[src/rtl/leb128_fetch.sv]
// leb128_fetch: sequential signed-LEB128 immediate fetch unit.
// Reads a varint32/varint64 one byte per cycle from a byte-wide ROM with
// one cycle of read latency and returns the sign-extended value, the
// encoded length and an error flag.
//
// Ports:
//   clk        rising-edge clock
//   reset      asynchronous active-low reset
//   start      decode request, accepted while ready=1
//   addr       address of the first encoded byte (sampled with start)
//   is64       0: varint32 (max 5 bytes), 1: varint64 (max 10 bytes)
//   ready      idle, can accept start
//   mem_rd     ROM read strobe
//   mem_addr   ROM byte address
//   mem_data   ROM byte, valid the cycle after the address edge
//   mem_error  ROM out-of-range flag, same timing as mem_data
//   done       one-cycle pulse, result outputs valid
//   value      decoded value, sign-extended to 64 bits
//   len        bytes consumed (1..10)
//   error      malformed, over-long or ROM error
module leb128_fetch #(
    parameter int unsigned ADDR_W = 4
) (
    input  logic              clk,
    input  logic              reset,
    input  logic              start,
    input  logic [ADDR_W-1:0] addr,
    input  logic              is64,
    output logic              ready,
    output logic              mem_rd,
    output logic [ADDR_W-1:0] mem_addr,
    input  logic [7:0]        mem_data,
    input  logic              mem_error,
    output logic              done,
    output logic [63:0]       value,
    output logic [3:0]        len,
    output logic              error
);

    localparam int unsigned VAL_W = 64;
    localparam int unsigned LEN_W = 4;
    localparam int unsigned SH_W  = 7;

    localparam logic ST_IDLE = 1'b0;
    localparam logic ST_RUN  = 1'b1;

    // Index of the final permitted byte for each width.
    localparam logic [LEN_W-1:0] LAST_K32 = 4'd4;
    localparam logic [LEN_W-1:0] LAST_K64 = 4'd9;

    logic              state,    state_nxt;
    logic              is64_q,   is64_nxt;
    logic              ready_nxt;
    logic              mem_rd_nxt;
    logic [ADDR_W-1:0] mem_addr_nxt;
    logic [VAL_W-1:0]  acc,      acc_nxt;
    logic [SH_W-1:0]   shamt,    shamt_nxt;
    logic [LEN_W-1:0]  cnt,      cnt_nxt;
    logic [LEN_W-1:0]  issued,   issued_nxt;
    logic              primed,   primed_nxt;
    logic              done_nxt;
    logic [VAL_W-1:0]  value_nxt;
    logic [LEN_W-1:0]  len_nxt;
    logic              error_nxt;

    // Byte-decode intermediates for the byte currently on mem_data.
    logic [LEN_W-1:0]  last_k;
    logic [LEN_W-1:0]  max_len;
    logic [VAL_W-1:0]  acc_cur;
    logic [SH_W-1:0]   shamt_end;
    logic [VAL_W-1:0]  ext_mask;
    logic [VAL_W-1:0]  sext;
    logic              at_max;
    logic              canon_ok;
    logic              term;
    logic              term_err;
    logic [VAL_W-1:0]  term_val;

    // Decode of the byte on mem_data against the running accumulator.
    always_comb begin
        last_k    = is64_q ? LAST_K64 : LAST_K32;
        max_len   = LEN_W'(last_k + 4'd1);
        acc_cur   = acc | (VAL_W'(mem_data[6:0]) << shamt);
        shamt_end = SH_W'(shamt + 7'd7);
        at_max    = (cnt == last_k);
        ext_mask  = '0;
        term      = 1'b0;
        term_err  = 1'b0;
        term_val  = '0;

        // Sign bit of the final group only extends if there are bits above it.
        if (mem_data[6] && (shamt_end < 7'd64)) begin
            ext_mask = {VAL_W{1'b1}} << shamt_end;
        end
        sext = acc_cur | ext_mask;
        if (!is64_q) begin
            sext = {{32{sext[31]}}, sext[31:0]};
        end

        // Unused high bits of the final byte must agree with the sign.
        canon_ok = 1'b1;
        if (at_max) begin
            if (is64_q) begin
                canon_ok = (mem_data[6:0] == 7'h00) || (mem_data[6:0] == 7'h7F);
            end else begin
                canon_ok = (mem_data[6:3] == 4'h0) || (mem_data[6:3] == 4'hF);
            end
        end

        if (mem_error) begin
            term     = 1'b1;
            term_err = 1'b1;
        end else if (!mem_data[7]) begin
            term     = 1'b1;
            term_err = !canon_ok;
            term_val = canon_ok ? sext : '0;
        end else if (at_max) begin
            term     = 1'b1;
            term_err = 1'b1;
        end
    end

    // Next-state and output logic.
    always_comb begin
        state_nxt    = state;
        is64_nxt     = is64_q;
        ready_nxt    = ready;
        mem_rd_nxt   = mem_rd;
        mem_addr_nxt = mem_addr;
        acc_nxt      = acc;
        shamt_nxt    = shamt;
        cnt_nxt      = cnt;
        issued_nxt   = issued;
        primed_nxt   = primed;
        done_nxt     = 1'b0;
        value_nxt    = value;
        len_nxt      = len;
        error_nxt    = error;

        case (state)
            ST_IDLE: begin
                if (start) begin
                    state_nxt    = ST_RUN;
                    ready_nxt    = 1'b0;
                    is64_nxt     = is64;
                    mem_addr_nxt = addr;
                    mem_rd_nxt   = 1'b1;
                    acc_nxt      = '0;
                    shamt_nxt    = '0;
                    cnt_nxt      = '0;
                    issued_nxt   = 4'd1;
                    primed_nxt   = 1'b0;
                end
            end
            ST_RUN: begin
                // Keep one read in flight; never read past the maximum length.
                if (issued < max_len) begin
                    mem_addr_nxt = mem_addr + ADDR_W'(1);
                    mem_rd_nxt   = 1'b1;
                    issued_nxt   = LEN_W'(issued + 4'd1);
                end else begin
                    mem_rd_nxt   = 1'b0;
                end

                // First RUN edge only launches the pipeline; no data yet.
                if (!primed) begin
                    primed_nxt = 1'b1;
                end else if (term) begin
                    state_nxt    = ST_IDLE;
                    ready_nxt    = 1'b1;
                    done_nxt     = 1'b1;
                    mem_rd_nxt   = 1'b0;
                    mem_addr_nxt = mem_addr;
                    issued_nxt   = issued;
                    value_nxt    = term_val;
                    len_nxt      = LEN_W'(cnt + 4'd1);
                    error_nxt    = term_err;
                end else begin
                    acc_nxt   = acc_cur;
                    shamt_nxt = shamt_end;
                    cnt_nxt   = LEN_W'(cnt + 4'd1);
                end
            end
            default: begin
                state_nxt = ST_IDLE;
                ready_nxt = 1'b1;
            end
        endcase
    end

    // State and output registers.
    always_ff @(posedge clk or negedge reset) begin
        if (!reset) begin
            state    <= ST_IDLE;
            is64_q   <= 1'b0;
            ready    <= 1'b1;
            mem_rd   <= 1'b0;
            mem_addr <= '0;
            acc      <= '0;
            shamt    <= '0;
            cnt      <= '0;
            issued   <= '0;
            primed   <= 1'b0;
            done     <= 1'b0;
            value    <= '0;
            len      <= '0;
            error    <= 1'b0;
        end else begin
            state    <= state_nxt;
            is64_q   <= is64_nxt;
            ready    <= ready_nxt;
            mem_rd   <= mem_rd_nxt;
            mem_addr <= mem_addr_nxt;
            acc      <= acc_nxt;
            shamt    <= shamt_nxt;
            cnt      <= cnt_nxt;
            issued   <= issued_nxt;
            primed   <= primed_nxt;
            done     <= done_nxt;
            value    <= value_nxt;
            len      <= len_nxt;
            error    <= error_nxt;
        end
    end

endmodule

[config.mk]
export PLATFORM = sky130hd
export DESIGN_NAME = leb128_fetch
export DESIGN_NICKNAME = d
export VERILOG_FILES = /design/src/rtl/leb128_fetch.sv
export SDC_FILE = /design/constraint.sdc
export NUM_CORES = 1
export LEC_CHECK = 0
export CAP_MARGIN = 10
export CORE_MARGIN = 4
export CORE_UTILIZATION = 50
export CTS_BUF_LIST = sky130_fd_sc_hd__clkbuf_16
export DETAILED_ROUTE_END_ITERATION = 10
export PLACE_DENSITY = 0.68
export SLEW_MARGIN = 40
export SYNTH_ARGS = -nofsm -noshare
export SYNTH_HDL_FRONTEND = slang
export SYNTH_SLANG_ARGS = --single-unit
[constraint.sdc]
create_clock -name clk -period 3.9 [get_ports clk]
set_input_delay 0.39 -clock clk [delete_from_list [all_inputs] [get_ports clk]]
set_output_delay 0.39 -clock clk [all_outputs]
set_load 0.005 [all_outputs]
## After elaboration in Yosys (flattened, before gate mapping)

Cells that the tools add are included.

- Flip-flop bits (word level): 158
- Bits of input ports: 17
- Logic and storage cells: 97

- Add/subtract/negate cells: 5
- Magnitude comparators: 2
- Equal/unequal tests: 8
- Shift operators: 2
- Mux-type cells: 52
- Bitwise gates (word level): 3
- Reduce and logical (&&, ||, !) cells: 11

Operators by type and width:

| operator | count |
|---|---|
| $mux 64 | 8 |
| $or 64x64->64 | 2 |
| $pmux 64 s2 | 1 |
| $shl 64x7->64 const A | 1 |
| $shl 7x7->64 | 1 |
| $mux 4 | 12 |
| $pmux 4 s2 | 3 |
| $mux 7 | 3 |
| $mux 1 | 20 |
| $add 4x1->4 const B | 4 |
| $pmux 7 s2 | 1 |
| $reduce_and 3->1 | 3 |
| $pmux 1 s2 | 4 |
| $add 7x3->7 const B | 1 |
| $eq 7x7->1 const B | 1 |
| $logic_not 7->1 | 1 |
| $lt 7x7->1 const B | 1 |
| $eq 4x4->1 | 1 |
| $eq 4x4->1 const B | 1 |
| $logic_not 4->1 | 1 |
| $lt 4x4->1 | 1 |
| $ne 2x1->1 const B | 2 |
| $ne 2x2->1 const B | 2 |
| $reduce_and 2->1 | 2 |
| other kinds (5) | 6 |

## Logic depth before layout (Yosys ltp)

Gate-level depths: netlist (run 1).

- Depth after elaboration: 9
- Mapped depth: 12
- Mapped depth without buffers: 9

## Least setup slack after synthesis (run 1)

No wires, ideal clock.

- Path type: reg2reg
- Start: register shamt[1]
- End: register value[55]
- Setup time: 0.131 ns
- Arrival: 2.773 ns
- Path slack: 0.996 ns
- Cell stages (with the launch flop): 13
- Buffers on the path: 4
- Cell sequence: dfrtp_1 > buf_4 > buf_2 > buf_2 > inv_1 > ha_1 > nor2b_1 > nor3_2 > nor4_4 > nor3_1 > a21o_1 > buf_2 > o21ai_1

- Word-level cells in the longest chain between the ends: 9
- Elaborated cells between the ends (all ways): 12

Ends and longest elaborated chain:

| item | RTL line | text |
|---|---|---|
| start: declaration | 57 | `logic [SH_W-1:0] shamt, shamt_nxt;` |
| start signal: assignment | 215 | `shamt <= shamt_nxt;` |
| parallel branches: the longest is 4 deep, another holds $add 7x3->7 | - |  |
| $or 64x64->64 (*) | 95 | `sext = acc_cur \| ext_mask;` |
| $mux 64 (*) | 96 | `if (!is64_q) begin` |
| $mux 64 (*) | 116 | `term_val = canon_ok ? sext : '0;` |
| $mux 64 (*) | 113 | `end else if (!mem_data[7]) begin` |
| $mux 64 (*) | 110 | `if (mem_error) begin` |
| end signal: assignment | 220 | `value <= value_nxt;` |
| end: declaration | 35 | `output logic [63:0] value,` |

Mark *: on every way between the ends.
A chain may end at the register's enable or synchronous reset.

## Worst setup path after layout (run 1)

- Start: register is64_q
- End: register mem_addr[1]

- Word-level cells in the longest chain between the ends: 7
- Elaborated cells between the ends (all ways): 13

Ends and longest elaborated chain:

| item | RTL line | text |
|---|---|---|
| start: declaration | 52 | `logic is64_q, is64_nxt;` |
| start signal: assignment | 210 | `is64_q <= is64_nxt;` |
| $mux 4 (*) | 81 | `last_k = is64_q ? LAST_K64 : LAST_K32;` |
| $add 4x1->4 or $eq 4x4->1 (tied branches) | 82, 85 |  |
| $lt 4x4->1 or $mux 1 (tied branches) | 157, 117 |  |
| $mux 4 or $mux 1 (tied branches) | 157, 113 |  |
| $mux 4 or $mux 1 (tied branches) | 168, 110 |  |
| $mux 4 or $ne 3x3->1 (tied branches) | - |  |
| $pmux 4 s2 or $reduce_and 2->1 (tied branches) | - |  |
| end signal: assignment | 213 | `mem_addr <= mem_addr_nxt;` |
| end: declaration | 31 | `output logic [ADDR_W-1:0] mem_addr,` |

Mark *: on every way between the ends. The rest lies on a longest branch, timed or not. The select of a mux whose other input is x is not followed.

==> impl_metrics.ini, run 1 <==
[run_status]
status = finished clean

[timing]
rsz0062_at_grt = no
finalHoldViolations = 0
final.period_utilization = 0.8453
min_period_ns = 3.297
slew_headroom = 0.4230
finalSetupViolations = 0
worstMarginPinSlew_ns = 0.8655
max_freq_mhz = 303.3
skew_ns = 0.01006
hold-worst-slack_ns = 0.4093
fin_ws_ns = 0.6034
fin_tns_setup_ns = 0
slew_viol_final = 0

[hold_path]
hp-class = primary input to asynchronous set/reset pin

[worst_setup_path]
critPathMaxFanout = 11
cp_slowest_stage_delay_ns = 0.72
path_buf_inv = 1
cp_slowest_cell = dfrtp_1
critPathMostFrequentCell = o21a_1
arrival_ns = 3.62
crit_type = register to register
startpoint_type = register
crit_family = compound AO/OA/AOI/OAI gates
worstPathRequired_ns = 4.22
crit_chain = inv_1 > ha_1 > o21a_1 > o21a_1 > o21ai_0 > nor3b_1 > o21a_1 > mux2_2
crit_path_end_kind = register

[routing]
route.detailed.drc = 0
wirelength_um = 28260
drtPass1Iterations = 6
ant_nets = 0
vias_per_cell = 6.458
vias = 7601
drtIter0Drc = 836
wl_per_cell_um = 24.01

[power_and_ir_drop]
swShare = 0.4190
peakVddDrop_v = 0.0005631
seq_power_share = 0.312
p_switching_uw = 3223
power_frac_comb = 0.468
cellPowerDensity_nw_per_um2 = 770.8
clkPwrFrac = 0.219
p_leak_uw = 0.004298
p_int_uw = 4470

[floorplanning]
die_h_um = 135.6
start_util = 0.5107
die_area_um2 = 18390
fp.dieW_um = 135.6
io_pins = 93
row_count = 46
core_area_um2 = 15940

[cells_and_area]
drive_above_1_share = 0.1030
antennaDiodeCount = 0
area.sequential_um2 = 3955
post-route-util = 0.6260
finalInstanceArea_um2 = 9981
nFillCells = 1365
syn_to_final_growth_pct = 22.59
layout.nets = 977
multi_input_comb_area_um2 = 3904

[placed_design]
pre_cts_ws_ns = 0.7099
gp_congestion = 1.015
numPortBuffers = 92
postPlaceCellArea_um2 = 9333
dp_hpwl_um = 19750

[global_route]
grt_usage = 0.3112
grt_first_pass_wirelength_um = 43280
grt_pass1_vias = 7380
antenna_found_initial = 0
grt_max_degree = 95
grt_remaining_overflow = 0

[synth]
async_flop_share = 1.000
synth_area_um2 = 8142
yosysWarnings = 0
synth_seq_cells = 158
synth_edf_count = 0
synthFlopType = dfrtp_1
synth_cell_types = 69
syn_nets = 892
syn_avg_cell_area_um2 = 9.434
netlist_instances = 863
yosysSeqAreaShare = 0.4858

[clocking]
cts.repair.resized = 0
cts.sinks = 158
clockBufferDepth = 2
cts_tree = yes
clk_latency_ns = 0.43
cts_setup_buffers = 0
cts_hold_buf = 0
cts-buffers-inserted = 17
htreeDepth = 4
root_buffer = clkbuf_16
clk_pin_slew_ns = 0.07

[run]
max-cap-violations = 0
-- power groups by stage --
| stage | combinational (uW) | clock [uW] | sequential, uW |
|---|---|---|---|
| final | 3600 | 1690 | 2400 |
| after global routing | 3870 | 1770 | 2460 |
| after CTS | 3530 | 1690 | 2400 |
| after detailed placement | 3500 | 0 | 2420 |
| after global placement | 3460 | 0 | 2400 |
| after floorplan | 1950 | 0 | 2350 |
-- state kept, by name, summed over array words and instances, names as in the netlist --
register  flops
len           4
mem_addr      4
issued        4
acc          64
done          1
error         1
value        64
mem_rd        1
primed        1
ready         1
is64_q        1
state         1
shamt         7
cnt           4
-- area by class of cell --
class,instances,area share
clock inverters,15,0.01592
inverters,20,0.007522
multi-input cells,628,0.3911
well taps,216,0.02708
flip-flops and latches,158,0.3963
clock buffers,17,0.04262
repair buffers,123,0.1195
-- metrics by stage --
| stage | total power (uW) | std cells |
|---|---|---|
| floorplan | 4295 | 863 |
| global placement | 5856 | 1143 |
| detailed placement | 5923 | 1143 |
| CTS | 7619 | 1175 |
| global route | 8102 | 1177 |
| finish | 7693 | 1177 |
-- final timing paths --
path / from / to / slack (ns) / cells past startpoint
setup / recovery: is64_q / mem_addr[1] / 0.60 / 8
setup reg to reg: is64_q / mem_addr[1] / 0.60 / 8
hold reg to reg: ready / ready / 0.47 / 2
hold / removal: reset / len[3] / 0.41 / 2
min in group clk: ready / ready / 0.47 / 2
max in group asynchronous: reset / value[29] / 2.84 / 3
-- cell usage after synthesis, types with 8 or more instances --
| cell | number | area share |
|---|---|---|
| a21o_1 | 11 | 0.010 |
| clkbuf_1 | 39 | 0.018 |
| mux2i_1 | 13 | 0.016 |
| ha_1 | 12 | 0.018 |
| mux2_2 | 11 | 0.015 |
| inv_1 | 19 | 0.0088 |
| o21ai_0 | 63 | 0.039 |
| a21boi_0 | 8 | 0.0074 |
| nand3_1 | 29 | 0.018 |
| o31ai_1 | 8 | 0.0074 |
| a221oi_1 | 11 | 0.012 |
| a211oi_1 | 14 | 0.013 |
| a22o_1 | 46 | 0.049 |
| a21oi_1 | 81 | 0.050 |
| dfrtp_1 | 157 | 0.48 |
| buf_2 | 11 | 0.0068 |
| o22ai_1 | 12 | 0.0092 |
| nand2_1 | 99 | 0.046 |
| nor3_1 | 27 | 0.017 |
| nor2_1 | 57 | 0.026 |
| o21ai_1 | 18 | 0.011 |
-- placed cells by master, fill, tap and decap left out, types with 9 or more instances in the layout --
cell / instances
dfrtp_1: 157
a211oi_1: 14
buf_4: 28
mux2i_1: 13
ha_1: 12
clkbuf_16: 17
mux2_2: 11
nand3_1: 29
o21ai_0: 63
nand2_1: 97
o21ai_1: 18
a21o_1: 11
nor2_1: 56
a21oi_1: 81
a22o_1: 46
clkdlybuf4s50_1: 91
a221oi_1: 11
o22ai_1: 9
nor3_1: 27
inv_1: 20
-- layer usage --
metal | track usage | routed length (um) | vias to the layer above
li1 | - | - | 3361
met1 | 0.4452 | 12010 | 3745
met2 | 0.4632 | 12650 | 425
met3 | 0.07429 | 2755 | 70
met4 | 0.1142 | 853 | 0
met5 | 0 | 0 | -
-- worst register-to-register path, cell delays in order (launching register included) --
cell	delay (ns)
dfrtp_1	0.72
inv_1	0.37
ha_1	0.40
o21a_1	0.12
o21a_1	0.17
o21ai_0	0.20
nor3b_1	0.55
o21a_1	0.31
mux2_2	0.36
-- cells by family (layout without fill, tap and decap cells) --
family                   Yosys count  after routing  synth area share
AO/OA/AOI/OAI                    316            316            0.2548
XOR/XNOR                           5              5          0.006302
adder cells (fa/ha/maj)           12             12           0.01844
flip-flops                       158            158            0.4858
AND/OR/NAND/NOR                  269            269            0.1589
buffers and inverters             77            175           0.03903
multiplexers                      26             26           0.03673
(Power assumes the default switching activity.)
==> inputs of run 2 (changes only) <==
--- a/config.mk
+++ b/config.mk
@@ -10,7 +10,7 @@
 export CORE_UTILIZATION = 50
 export CTS_BUF_LIST = sky130_fd_sc_hd__clkbuf_16
 export DETAILED_ROUTE_END_ITERATION = 10
-export PLACE_DENSITY = 0.68
+export PLACE_DENSITY = 0.71
 export SLEW_MARGIN = 40
 export SYNTH_ARGS = -nofsm -noshare
 export SYNTH_HDL_FRONTEND = slang
==> constraint.sdc (replaced) <==
create_clock -name clk -period 2.7 [get_ports clk]
set_input_delay 0.27 -clock clk [delete_from_list [all_inputs] [get_ports clk]]
set_output_delay 0.27 -clock clk [all_outputs]
set_load 0.005 [all_outputs]
==> run 2 against run 1 <==
  * Final area rose by 3.9%
  * Register-to-register slack got worse by 0.50 ns
  * Critical path type unchanged
  * Largest power group unchanged
  * Non-clock buffer count is 50 higher
  * Hold slack worse by 0.015 ns
  * Final cell count increased by 4.2%
  * Combinational power increased by 55%
  * Via count increased by 1.8%
  * Sequential share of layout area decreased by 1.5 points
  * Worst setup slack got worse by 0.50 ns
  * Global-route usage fell by 0.55 points
  * Die area unchanged
  * Power rose by 47%
==> impl_metrics.ini, run 2 (same netlist as run 1, synthesis figures left out) <==
[timing]
finalSetupViolations = 0
skew_ns = 0.006162
finalHoldViolations = 0
min_period_ns = 2.593
final.period_utilization = 0.9602
fin_ws_ns = 0.1073
fin_tns_setup_ns = 0
slew_headroom = 0.4098
worstMarginPinSlew_ns = 0.8852
rsz0062_at_grt = no
slew_viol_final = 0
max_freq_mhz = 385.7

[cells_and_area]
mostFrequentLayoutCells = dfrtp_1 (157), nand2_1 (98), clkdlybuf4s50_1 (91)
nFillCells = 1348
mostFrequentLayoutCell = dfrtp_1
largestRegisters = acc x64, value x64, shamt x7
syn_to_final_growth_pct = 27.40
layout.nets = 1027
finalInstanceArea_um2 = 10370
drive_above_1_share = 0.1475
antennaDiodeCount = 0

[worst_setup_path]
worstPathRequired_ns = 3.00
crit_path_end_kind = register
arrival_ns = 2.89
crit_type = register to register
startpoint_type = register
critPathMaxFanout = 26

[floorplanning]
core_area_um2 = 15940
io_pins = 93
row_count = 46
start_util = 0.5107
die_area_um2 = 18390
fp.dieW_um = 135.6
die_h_um = 135.6

[clocking]
cts_setup_buffers = 0
htreeDepth = 4
root_buffer = clkbuf_16
cts-buffers-inserted = 17
clk_pin_slew_ns = 0.06
clockBufferDepth = 2
cts_tree = yes
clk_latency_ns = 0.43
cts.sinks = 158

[routing]
route.detailed.drc = 0
wl_per_cell_um = 22.20
drtIter0Drc = 910
vias_per_cell = 6.309
ant_nets = 0
vias = 7735
wirelength_um = 27220
drtPass1Iterations = 5

[power_and_ir_drop]
peakVddDrop_v = 0.0007874
cellPowerDensity_nw_per_um2 = 1093
p_total_uw = 11340
p_leak_uw = 0.004541

[run_status]
status = finished clean

[placed_design]
gp_congestion = 0.9753
postPlaceCellArea_um2 = 9786
pre_cts_ws_ns = 0.005448
dp_hpwl_um = 19570
numPortBuffers = 92

[global_route]
antenna_found_initial = 0
grt_pass1_vias = 7453
grt_remaining_overflow = 0
grt_usage = 0.3058
grt_max_degree = 62
grt_first_pass_wirelength_um = 43040

[run]
max-cap-violations = 0

[hold_path]
hp-class = primary input to asynchronous set/reset pin
## run 2: changes by cell type in the layout (fill, tap and decap cells not counted), moves of 2 or more
| cell | change |
|---|---|
| buf_4 | +46 |
| buf_12 | +5 |
| o22ai_1 | +3 |
| o22ai_2 | -3 |
| a2111oi_0 | -2 |
| inv_6 | -2 |
## run 2: cell type report
cell class	count	area [um2]	area share
Clock buffer	17	425.4	0.04101
Clock inverter	14	142.6	0.01375
Inverter	20	75.07	0.007238
Multi-Input combinational cell	628	3896	0.3756
Sequential cell	158	3955	0.3813
Tap cell	216	270.3	0.02606
Timing Repair Buffer	173	1608	0.1550
## run 2: metal layers
metal  global-route usage  vias up  share of wire
li1                     -     3461              -
met1               0.4442     3790           0.44
met2               0.4546      424           0.45
met3              0.06538       60          0.089
met4               0.1086        0          0.027
met5                    0        -              0
## run 2: final timing paths
kind | to | depth (start not counted) | slack, ns | from
min | len[0] | 2 | 0.39 | reset
max | value[56] | 7 | 0.11 | shamt[0]
max reg2reg | value[56] | 7 | 0.11 | shamt[0]
max in group asynchronous | value[14] | 3 | 1.52 | reset
min reg2reg | ready | 2 | 0.46 | ready
min in group clk | is64_q | 3 | 0.42 | is64
## run 2: critical path: stages (launching register included)
cell     delay, ns
dfrtp_1       0.41
buf_12        0.20
mux4_2        0.52
a22oi_1       0.30
o22ai_1       0.38
a22o_1        0.31
nor3_1        0.24
o21ai_1       0.09
## run 2: timing repair
item / 4_1_cts / 5_1_grt
endpoints found under the hold margin: 57 / 0
resized for setup: 0 / 5
hold buffers: 1 / 0
setup endpoints to repair: 0 / 26
## run 2: per-stage QoR
stage,hold slack [ns],cells,utilization
floorplan,-0.02559,863,-
global placement,0.2905,1194,0.6138
detailed placement,0.2937,1194,0.6138
CTS,0.4168,1226,0.6501
global route,0.4475,1226,0.6506
finish,0.3938,1226,0.6506
## run 2: where the power goes
group          total, uW  switching [uW]  internal (uW)
registers           3400             421           2980
logic               5580            3140           2450
clock network       2360            1000           1350
total              11300            4560           6780
==> inputs of run 3 (changes only) <==
--- a/config.mk
+++ b/config.mk
@@ -10,7 +10,7 @@
 export CORE_UTILIZATION = 50
 export CTS_BUF_LIST = sky130_fd_sc_hd__clkbuf_16
 export DETAILED_ROUTE_END_ITERATION = 10
-export PLACE_DENSITY = 0.71
+export PLACE_DENSITY = 0.68
 export SLEW_MARGIN = 40
 export SYNTH_ARGS = -nofsm -noshare
 export SYNTH_HDL_FRONTEND = slang
==> constraint.sdc (replaced) <==
create_clock -name clk -period 2.6 [get_ports clk]
set_input_delay 0.26 -clock clk [delete_from_list [all_inputs] [get_ports clk]]
set_output_delay 0.26 -clock clk [all_outputs]
set_load 0.005 [all_outputs]
==> run 3 against run 2 <==
  * First-iteration DRC count up 7.7%
  * Critical path type unchanged
  * Count of clock-buffer cells in the layout is the same
  * Flip-flop and latch count unchanged
  * Die area is the same
  * Global-route usage rose by 1.1 points
  * Final area increased by 2.4%
  * Highest routed layer unchanged
==> impl_metrics.ini, run 3 (same netlist as run 1, synthesis figures left out) <==
[routing]
wirelength_um = 28610
vias_per_cell = 6.320
route.detailed.drc = 0
vias = 7894
drtIter0Drc = 980
wl_per_cell_um = 22.90
ant_nets = 0
drtPass1Iterations = 7

[global_route]
grt_max_degree = 72
grt_usage = 0.3165
grt_first_pass_wirelength_um = 44260
grt_pass1_vias = 7682
grt_remaining_overflow = 0
antenna_found_initial = 0

[floorplanning]
start_util = 0.5107
fp.dieW_um = 135.6
io_pins = 93
row_count = 46
die_area_um2 = 18390
core_area_um2 = 15940
die_h_um = 135.6

[clocking]
htreeDepth = 4
clk_pin_slew_ns = 0.07
cts-buffers-inserted = 17
clk_latency_ns = 0.44
clockBufferDepth = 2
cts_setup_buffers = 0
root_buffer = clkbuf_16
cts.sinks = 158
cts_tree = yes

[cells_and_area]
antennaDiodeCount = 0
layout.nets = 1050
largestRegisters = acc x64, value x64, shamt x7
multi_input_comb_area_um2 = 3919
nFillCells = 1286
syn_to_final_growth_pct = 30.46
mostFrequentLayoutCell = dfrtp_1
mostFrequentLayoutCells = dfrtp_1 (156), nand2_1 (98), buf_4 (94)
drive_above_1_share = 0.1713
area.sequential_um2 = 3956

[hold_path]
hp-class = primary input to register

[power_and_ir_drop]
p_int_uw = 7265
swShare = 0.4041
cellPowerDensity_nw_per_um2 = 1148
clkPwrFrac = 0.206
p_switching_uw = 4926
p_leak_uw = 0.004670
seq_power_share = 0.291
peakVddDrop_v = 0.0006748
power_frac_comb = 0.503

[timing]
rsz0062_at_grt = no
skew_ns = 0.01100
hold-worst-slack_ns = 0.4031
worstMarginPinSlew_ns = 0.8185
fin_tns_setup_ns = 0
min_period_ns = 2.464
slew_headroom = 0.4523
finalHoldViolations = 0
max_freq_mhz = 405.9
final.period_utilization = 0.9476
finalSetupViolations = 0
slew_viol_final = 0

[worst_setup_path]
arrival_ns = 2.77
worstPathRequired_ns = 2.91
critPathMaxFanout = 7
startpoint_type = register
path_buf_inv = 1
crit_family = simple AND/OR/NAND/NOR gates
crit_path_end_kind = register
crit_type = register to register
crit_chain = clkinv_1 > ha_4 > nor2b_2 > or3_1 > nand4_1 > nand2_1 > a2111oi_1 > o21ai_0
cp_slowest_stage_delay_ns = 0.51
cp_slowest_cell = a2111oi_1

[run_status]
status = finished clean

[placed_design]
numPortBuffers = 92
dp_hpwl_um = 21050
gp_congestion = 1.035

[run]
max-cap-violations = 0
[run 3: cell count changes in the layout (fill, tap and decap cells not counted), moves of 2 or more]
cell / delta
clkinv_2: -2
inv_6: +2
buf_12: +3
buf_4: +20
[run 3: final timing paths]
| check | slack [ns] | to | startpoint | depth (start not counted) |
|---|---|---|---|---|
| hold / removal | 0.40 | is64_q | is64 | 3 |
| hold reg to reg | 0.46 | ready | ready | 2 |
| max in group asynchronous | 1.43 | acc[61] | reset | 3 |
| setup reg to reg | 0.14 | value[62] | shamt[0] | 8 |
| min in group asynchronous | 0.45 | len[0] | reset | 2 |
| setup / recovery | 0.14 | value[62] | shamt[0] | 8 |
[run 3: what timing repair did]
item,CTS,global route
hold buffers,1,0
setup endpoints to repair,0,10
resized for setup,0,9
hold endpoints to repair,66,0
[run 3: worst min-delay path, stage by stage]
cell and delay (ns):
clkdlybuf4s50_1 0.40, nand2_1 0.06, o21ai_0 0.07
[run 3: final cells by class]
| class | count | share of cell area |
|---|---|---|
| clock inverters | 14 | 0.01484 |
| repair buffers | 196 | 0.1712 |
| clock buffers | 17 | 0.04005 |
| flip-flops and latches | 158 | 0.3725 |
| well taps | 216 | 0.02544 |
| inverters | 20 | 0.007068 |
| multi-input cells | 628 | 0.3689 |
[run 3: power by group through the flow]
| stage | Clock (uW) | Sequential, uW | Combinational (uW) |
|---|---|---|---|
| 2_1_floorplan | 0 | 3520 | 2990 |
| 3_3_place_gp | 0 | 3550 | 5880 |
| 3_5_place_dp | 0 | 3580 | 5950 |
| 4_1_cts | 2530 | 3550 | 6000 |
| 5_1_grt | 2640 | 3640 | 6550 |
| 6_report | 2510 | 3550 | 6130 |
[run 3: stage by stage]
| stage | util | std cells | instance area, um2 | total power [uW] | setup WS [ns] |
|---|---|---|---|---|---|
| 6_report | 0.6662 | 1249 | 10620 | 12190 | 0.1363 |
| 5_1_grt | 0.6662 | 1249 | 10620 | 12830 | 0.01404 |
| 4_1_cts | 0.6651 | 1249 | 10600 | 12070 | 0.006275 |
| 3_5_place_dp | 0.6279 | 1217 | 10010 | 9531 | 0.01154 |
| 3_3_place_gp | 0.6279 | 1217 | 10010 | 9428 | 0.05738 |
| 2_1_floorplan | - | 863 | 8198 | 6517 | 0.02557 |
[run 3: per-layer routing]
metal  GRT usage  wire (um)  share of wire  up-vias
met3     0.06724       2906           0.10       80
met4      0.1176        884          0.031        0
li1            -          -              -     3504
met1      0.4573      12060           0.42     3820
met2      0.4712      12760           0.45      490
met5           0          0              0        -
